===== config.mk =====
export PLATFORM = sky130hd
export DESIGN_NAME = xreg_reader
export DESIGN_NICKNAME = d
export VERILOG_FILES = /design/src/rtl/xreg_reader.sv
export SDC_FILE = /design/constraint.sdc
export NUM_CORES = 1
export LEC_CHECK = 0
export BUFFER_PORTS_ARGS = -buffer_cell sky130_fd_sc_hd__buf_2
export CAP_MARGIN = 10
export CELL_PAD_IN_SITES_DETAIL_PLACEMENT = 1
export CELL_PAD_IN_SITES_GLOBAL_PLACEMENT = 1
export CORE_AREA = 10 10 238 240
export CTS_BUF_LIST = sky130_fd_sc_hd__clkbuf_2 sky130_fd_sc_hd__clkbuf_4 sky130_fd_sc_hd__clkbuf_8
export CTS_CLUSTER_DIAMETER = 40
export DETAILED_ROUTE_END_ITERATION = 16
export DIE_AREA = 0 0 248 250
export PLACE_DENSITY = 0.71
export SYNTH_ARGS = -nofsm -noshare
export SYNTH_HDL_FRONTEND = slang
export SYNTH_SLANG_ARGS = --single-unit

===== constraint.sdc =====
create_clock -name clk -period 3.6 [get_ports clk]
set_input_delay 0 -clock clk [delete_from_list [all_inputs] [get_ports clk]]
set_output_delay 0 -clock clk [all_outputs]
set_load 0.02 [all_outputs]

===== src/rtl/xreg_reader.sv =====
// xreg_reader: operand fetch with a per-register pending-write scoreboard and a 3-state handshake FSM.
// Optional feature: define XREG_READER_BYPASS_EN to forward same-cycle writeback data into capture.
`ifndef XLEN
`define XLEN 32
`endif

module xreg_reader #(
    parameter int PEND_W = 2
) (
    input  logic                   clk,
    input  logic                   rst,
    input  logic [15:0][`XLEN-1:0] i_x,
    input  logic                   i_req_vld,
    output logic                   o_req_rdy,
    input  logic [3:0]             i_req_rs1,
    input  logic [3:0]             i_req_rs2,
    input  logic [3:0]             i_req_rd,
    input  logic                   i_req_wr,
    output logic                   o_rsp_vld,
    input  logic                   i_rsp_rdy,
    output logic [`XLEN-1:0]       o_rsp_op1,
    output logic [`XLEN-1:0]       o_rsp_op2,
    input  logic                   i_wb_vld,
    input  logic [3:0]             i_wb_idx,
    input  logic [`XLEN-1:0]       i_wb_data,
    output logic                   o_busy
);
    localparam logic [PEND_W-1:0] PEND_MAX = '1;

    typedef enum logic [1:0] {S_IDLE, S_WAIT, S_VALID} state_t;

    state_t            r_state;
    state_t            w_state_nxt;
    logic [PEND_W-1:0] r_pend [16];
    logic [PEND_W-1:0] w_pend_dec [16];
    logic [15:0]       w_dec;
    logic [15:0]       w_inc;
    logic [3:0]        r_rs1;
    logic [3:0]        r_rs2;
    logic [3:0]        r_rd;
    logic              r_wr;
    logic [`XLEN-1:0]  r_op1;
    logic [`XLEN-1:0]  r_op2;
    logic [3:0]        w_rs1;
    logic [3:0]        w_rs2;
    logic              w_haz1;
    logic              w_haz2;
    logic [`XLEN-1:0]  w_op1;
    logic [`XLEN-1:0]  w_op2;
    logic              w_accept;
    logic              w_capture;
    logic              w_full;
    logic              w_rsp_fire;

    // Counter view after this cycle's writeback; register 0 is never tracked.
    always_comb begin
        for (int i = 0; i < 16; i++) begin
            w_dec[i]      = i_wb_vld && (i_wb_idx == 4'(i)) && (i != 0) && (r_pend[i] != '0);
            w_inc[i]      = w_rsp_fire && r_wr && (r_rd != 4'd0) && (r_rd == 4'(i));
            w_pend_dec[i] = w_dec[i] ? r_pend[i] - PEND_W'(1) : r_pend[i];
        end
    end

    assign w_rs1 = (r_state == S_IDLE) ? i_req_rs1 : r_rs1;
    assign w_rs2 = (r_state == S_IDLE) ? i_req_rs2 : r_rs2;

`ifdef XREG_READER_BYPASS_EN
    assign w_haz1 = (w_rs1 != 4'd0) && (w_pend_dec[w_rs1] != '0);
    assign w_haz2 = (w_rs2 != 4'd0) && (w_pend_dec[w_rs2] != '0);
    assign w_op1  = (w_rs1 == 4'd0) ? '0 :
                    (i_wb_vld && i_wb_idx == w_rs1) ? i_wb_data : i_x[w_rs1];
    assign w_op2  = (w_rs2 == 4'd0) ? '0 :
                    (i_wb_vld && i_wb_idx == w_rs2) ? i_wb_data : i_x[w_rs2];
`else
    // Without forwarding, a tracked writeback this cycle still stalls; x is read after it lands.
    logic w_unused_wb_data;
    assign w_unused_wb_data = ^i_wb_data;
    assign w_haz1 = (w_rs1 != 4'd0) && (r_pend[w_rs1] != '0);
    assign w_haz2 = (w_rs2 != 4'd0) && (r_pend[w_rs2] != '0);
    assign w_op1  = (w_rs1 == 4'd0) ? '0 : i_x[w_rs1];
    assign w_op2  = (w_rs2 == 4'd0) ? '0 : i_x[w_rs2];
`endif

    assign o_req_rdy  = (r_state == S_IDLE);
    assign w_accept   = i_req_vld && o_req_rdy;
    // Hold the response while the destination counter has no room for one more write.
    assign w_full     = r_wr && (r_rd != 4'd0) && (w_pend_dec[r_rd] == PEND_MAX);
    assign o_rsp_vld  = (r_state == S_VALID) && !w_full;
    assign w_rsp_fire = o_rsp_vld && i_rsp_rdy;
    assign w_capture  = (w_accept || (r_state == S_WAIT)) && !w_haz1 && !w_haz2;
    assign o_rsp_op1  = r_op1;
    assign o_rsp_op2  = r_op2;

    always_comb begin
        w_state_nxt = r_state;
        case (r_state)
            S_IDLE:  if (w_accept) w_state_nxt = w_capture ? S_VALID : S_WAIT;
            S_WAIT:  if (w_capture) w_state_nxt = S_VALID;
            S_VALID: if (w_rsp_fire) w_state_nxt = S_IDLE;
            default: w_state_nxt = S_IDLE;
        endcase
    end

    // NOTE: sequential state uses non-blocking assignments so every register samples pre-edge values.
    always_ff @(posedge clk or posedge rst) begin
        if (rst) begin
            r_state <= S_IDLE;
            r_rs1   <= '0;
            r_rs2   <= '0;
            r_rd    <= '0;
            r_wr    <= 1'b0;
            r_op1   <= '0;
            r_op2   <= '0;
        end else begin
            r_state <= w_state_nxt;
            if (w_accept) begin
                r_rs1 <= i_req_rs1;
                r_rs2 <= i_req_rs2;
                r_rd  <= i_req_rd;
                r_wr  <= i_req_wr;
            end
            if (w_capture) begin
                r_op1 <= w_op1;
                r_op2 <= w_op2;
            end
        end
    end

    // NOTE: the counter array is architectural state and must be reset, unlike a datapath memory.
    always_ff @(posedge clk or posedge rst) begin
        if (rst) begin
            for (int i = 0; i < 16; i++) r_pend[i] <= '0;
        end else begin
            for (int i = 0; i < 16; i++) begin
                if (w_inc[i] && !w_dec[i])
                    r_pend[i] <= r_pend[i] + PEND_W'(1);
                else if (w_dec[i] && !w_inc[i])
                    r_pend[i] <= r_pend[i] - PEND_W'(1);
            end
        end
    end

    always_comb begin
        o_busy = 1'b0;
        for (int i = 0; i < 16; i++) o_busy = o_busy | (r_pend[i] != '0);
    end

endmodule


==> impl_metrics.json <==
{
  "initial_core_util_pct": 28.84,
  "rr_startpoint": "r_state[1]",
  "pwr_density_cell_nw_per_um2": 1151,
  "status": "completed",
  "initialDrtViolationCount": 1759,
  "leakage_nw": 8.872,
  "drive_above_1_share_pct": 33.79,
  "start_kind": "register",
  "cp_max_fo": 31,
  "viasPerCell": 6.173,
  "timing.final.crit_share_pct": 98.69,
  "first_global_vias": 21130,
  "clk_path_buf_depth": 2,
  "ys_seq_area_share_pct": 18.51,
  "avgSynthCellArea_um2": 7.349,
  "nets": 3149,
  "cts_tree": "done",
  "p_total_mw": 22.67,
  "cts_buffers": 9,
  "hp-start": "i_x[133]",
  "grt_remaining_overflow": 0,
  "ios": 633,
  "die_x_um": 248,
  "ant_nets": 0,
  "die_area_um2": 62000,
  "synth_area_um2": 15010,
  "fp.dieH_um": 250,
  "fin_skew_ns": 0.01672,
  "grt_max_degree": 79,
  "setup-violations-final": 0,
  "post-route-util_pct": 37.86,
  "cts-root-buf": "clkbuf_8",
  "h-tree-depth": 3,
  "io_buffers": 577,
  "antenna_found_initial": 47,
  "grt_first_pass_wirelength_um": 147100,
  "cp-startpoint": "r_state[1]",
  "crit_arrival_ns": 3.92,
  "min_path_type": "in -> reg",
  "clk_latency_ns": 0.47,
  "hold-worst-slack_ns": 0.03200,
  "crit_type": "reg -> reg",
  "postLayoutSetupSlackWorst_ns": 0.04710,
  "worst_ep_required_time_ns": 3.96,
  "path_clk_slew_ns": 0.13,
  "post-place-ws_ns": 0.09730,
  "postLayoutCellArea_um2": 19700,
  "synthArstFlopShare_pct": 100.0,
  "grt.total_usage_pct": 31.76,
  "routed_wl_um": 103900,
  "instances_no_fill": 3288,
  "fmax_ghz": 0.2815,
  "drv_slew": 0,
  "peakVddDrop_v": 0.0007431,
  "gp_congestion": 1.008,
  "synth_top_cell_by_area": "dfrtp_1",
  "synth.net_count": 2639,
  "first_pass_iters": 5,
  "crit_path_end_kind": "register",
  "dpl-instance-area_um2": 18950,
  "core-area_um2": 52020,
  "synth_top_cell_area_share_pct": 18.51,
  "cts.sinks": 111,
  "yosys_register_bits": 111,
  "yosysUniqueCellTypes": 65,
  "synth_flop_cell": "dfrtp_1",
  "finalSetupTns_ns": 0,
  "cap_viol_max_count": 0,
  "drcViolationCount": 0,
  "period_minus_slack_ns": 3.553,
  "wl_per_cell_um": 31.61,
  "slew-limit-headroom_pct": 30.10,
  "hpwl_um": 79780,
  "hold_viol": 0,
  "worstMarginPinSlew_ns": 1.049,
  "place_inst": 3187,
  "rows": 84,
  "ys_warn_count": 0,
  "synthTopCellsByArea": "dfrtp_1, nand2_1, a211oi_1",
  "area_delta_synth_final_pct": 31.26,
  "synth_edf_count": 0,
  "dr_total_vias": 20300,
  "synth_cells": 2042
}
[power breakdown]
part	switching (mW)	internal (mW)
Sequential	0.615	1.90
Clock	0.578	0.265
Combinational	12.0	7.29
[final timing paths]
check | to | slack, ns | cells past startpoint
setup / recovery | o_rsp_op1[4] | 0.05 | 9
setup reg to reg | o_rsp_op1[4] | 0.05 | 9
hold reg to reg | r_pend[31] | 0.40 | 0
hold / removal | o_rsp_op2[5] | 0.03 | 4
max in group asynchronous | o_rsp_op1[21] | 2.41 | 4
min in group asynchronous | o_rsp_op2[16] | 0.28 | 3
[cell usage in the layout, fill, tap and decap left out, types with 11 or more instances in the layout]
cell type      count
nor4_1            17
nor3_1            13
dlygate4sd3_1     42
buf_4             80
xnor2_1           25
mux4_2            41
nand2_1          513
buf_12            20
a31oi_1           61
a311oi_1         102
nor2_1            42
nand3_1           59
inv_1             41
a21oi_1           81
mux2_2            55
and3_1           154
o21ai_0           78
buf_2            577
xor2_1            15
o32ai_1           17
a211oi_1         186
dfrtp_1          111
mux2i_1           11
ha_1              31
a221o_1           13
mux2_4            39
diode_2           43
[state kept, by name, indices dropped and copies added (netlist names)]
register	flops
o_rsp_op1	32
r_rs1	4
r_wr	1
r_state	2
r_rd	4
o_rsp_op2	32
r_rs2	4
r_pend	32
[timing repair]
| item | in CTS | in global routing |
|---|---|---|
| setup endpoints to repair | 0 | 15 |
| resized for setup | 0 | 9 |
| hold buffers | 42 | 0 |
| hold endpoints to repair | 110 | 0 |
| buffers inserted | 0 | 0 |
[per-layer routing]
layer | GRT usage, % | vias up | share of wire (%)
li1 | - | 8741 | -
met1 | 36.61 | 10100 | 37
met2 | 51.25 | 1137 | 46
met3 | 7.488 | 297 | 9.1
met4 | 21.50 | 26 | 6.9
met5 | 0 | - | 0.17
[cell families (layout without fill, tap and decap cells)]
family | after synthesis | after routing | share of synthesized area [%]
AND/OR/NAND/NOR | 863 | 863 | 26.43
multiplexers | 150 | 150 | 15.16
adder cells (fa/ha/maj) | 31 | 31 | 2.585
flip-flops | 111 | 111 | 18.51
AO/OA/AOI/OAI | 584 | 584 | 27.49
other | 0 | 43 | 0
XOR/XNOR | 41 | 41 | 2.443
buffers and inverters | 262 | 777 | 7.379
[cells in the mapped netlist, types with 4 or more instances]
| master | number |
|---|---|
| nand3_1 | 59 |
| mux2_4 | 38 |
| o211ai_1 | 4 |
| nor2_1 | 46 |
| inv_1 | 42 |
| xor2_1 | 15 |
| dfrtp_1 | 111 |
| a21oi_1 | 81 |
| nand3b_1 | 5 |
| and3_1 | 154 |
| nand2_1 | 515 |
| nand2b_1 | 5 |
| mux2_2 | 55 |
| mux2i_1 | 15 |
| a211oi_1 | 186 |
| a221o_1 | 13 |
| xnor2_1 | 25 |
| nor4_1 | 20 |
| a31oi_1 | 61 |
| clkbuf_1 | 140 |
| nor2b_1 | 5 |
| nand4_1 | 7 |
| or3_1 | 10 |
| and2_1 | 5 |
| buf_2 | 57 |
| a2111oi_0 | 5 |
| nor3_1 | 13 |
| ha_1 | 31 |
| o32ai_1 | 17 |
| o22ai_1 | 10 |
| mux4_2 | 41 |
| buf_6 | 6 |
| a311oi_1 | 102 |
| buf_1 | 15 |
| o21ai_0 | 80 |
[worst max-delay path: stages, from the launching register on]
cell      delay (ns)
dfrtp_1         0.57
buf_4           0.24
or3b_4          0.55
and2_4          0.30
buf_4           0.29
nand2_1         0.11
a311oi_1        0.10
o21ai_0         0.82
a21oi_1         0.16
mux2_4          0.30
[final cells by class]
| type | instances | area, µm² |
|---|---|---|
| clock inverter | 6 | 47.55 |
| antenna | 43 | 107.6 |
| inverter | 42 | 160.2 |
| tap | 688 | 860.8 |
| timing repair buffer | 719 | 4309 |
| fill | 6567 | 32330 |
| clock buffer | 10 | 131.4 |
| multi-input combinational | 1669 | 11300 |
| sequential | 111 | 2778 |
No activity file was read; power rests on OpenSTA's default activity.
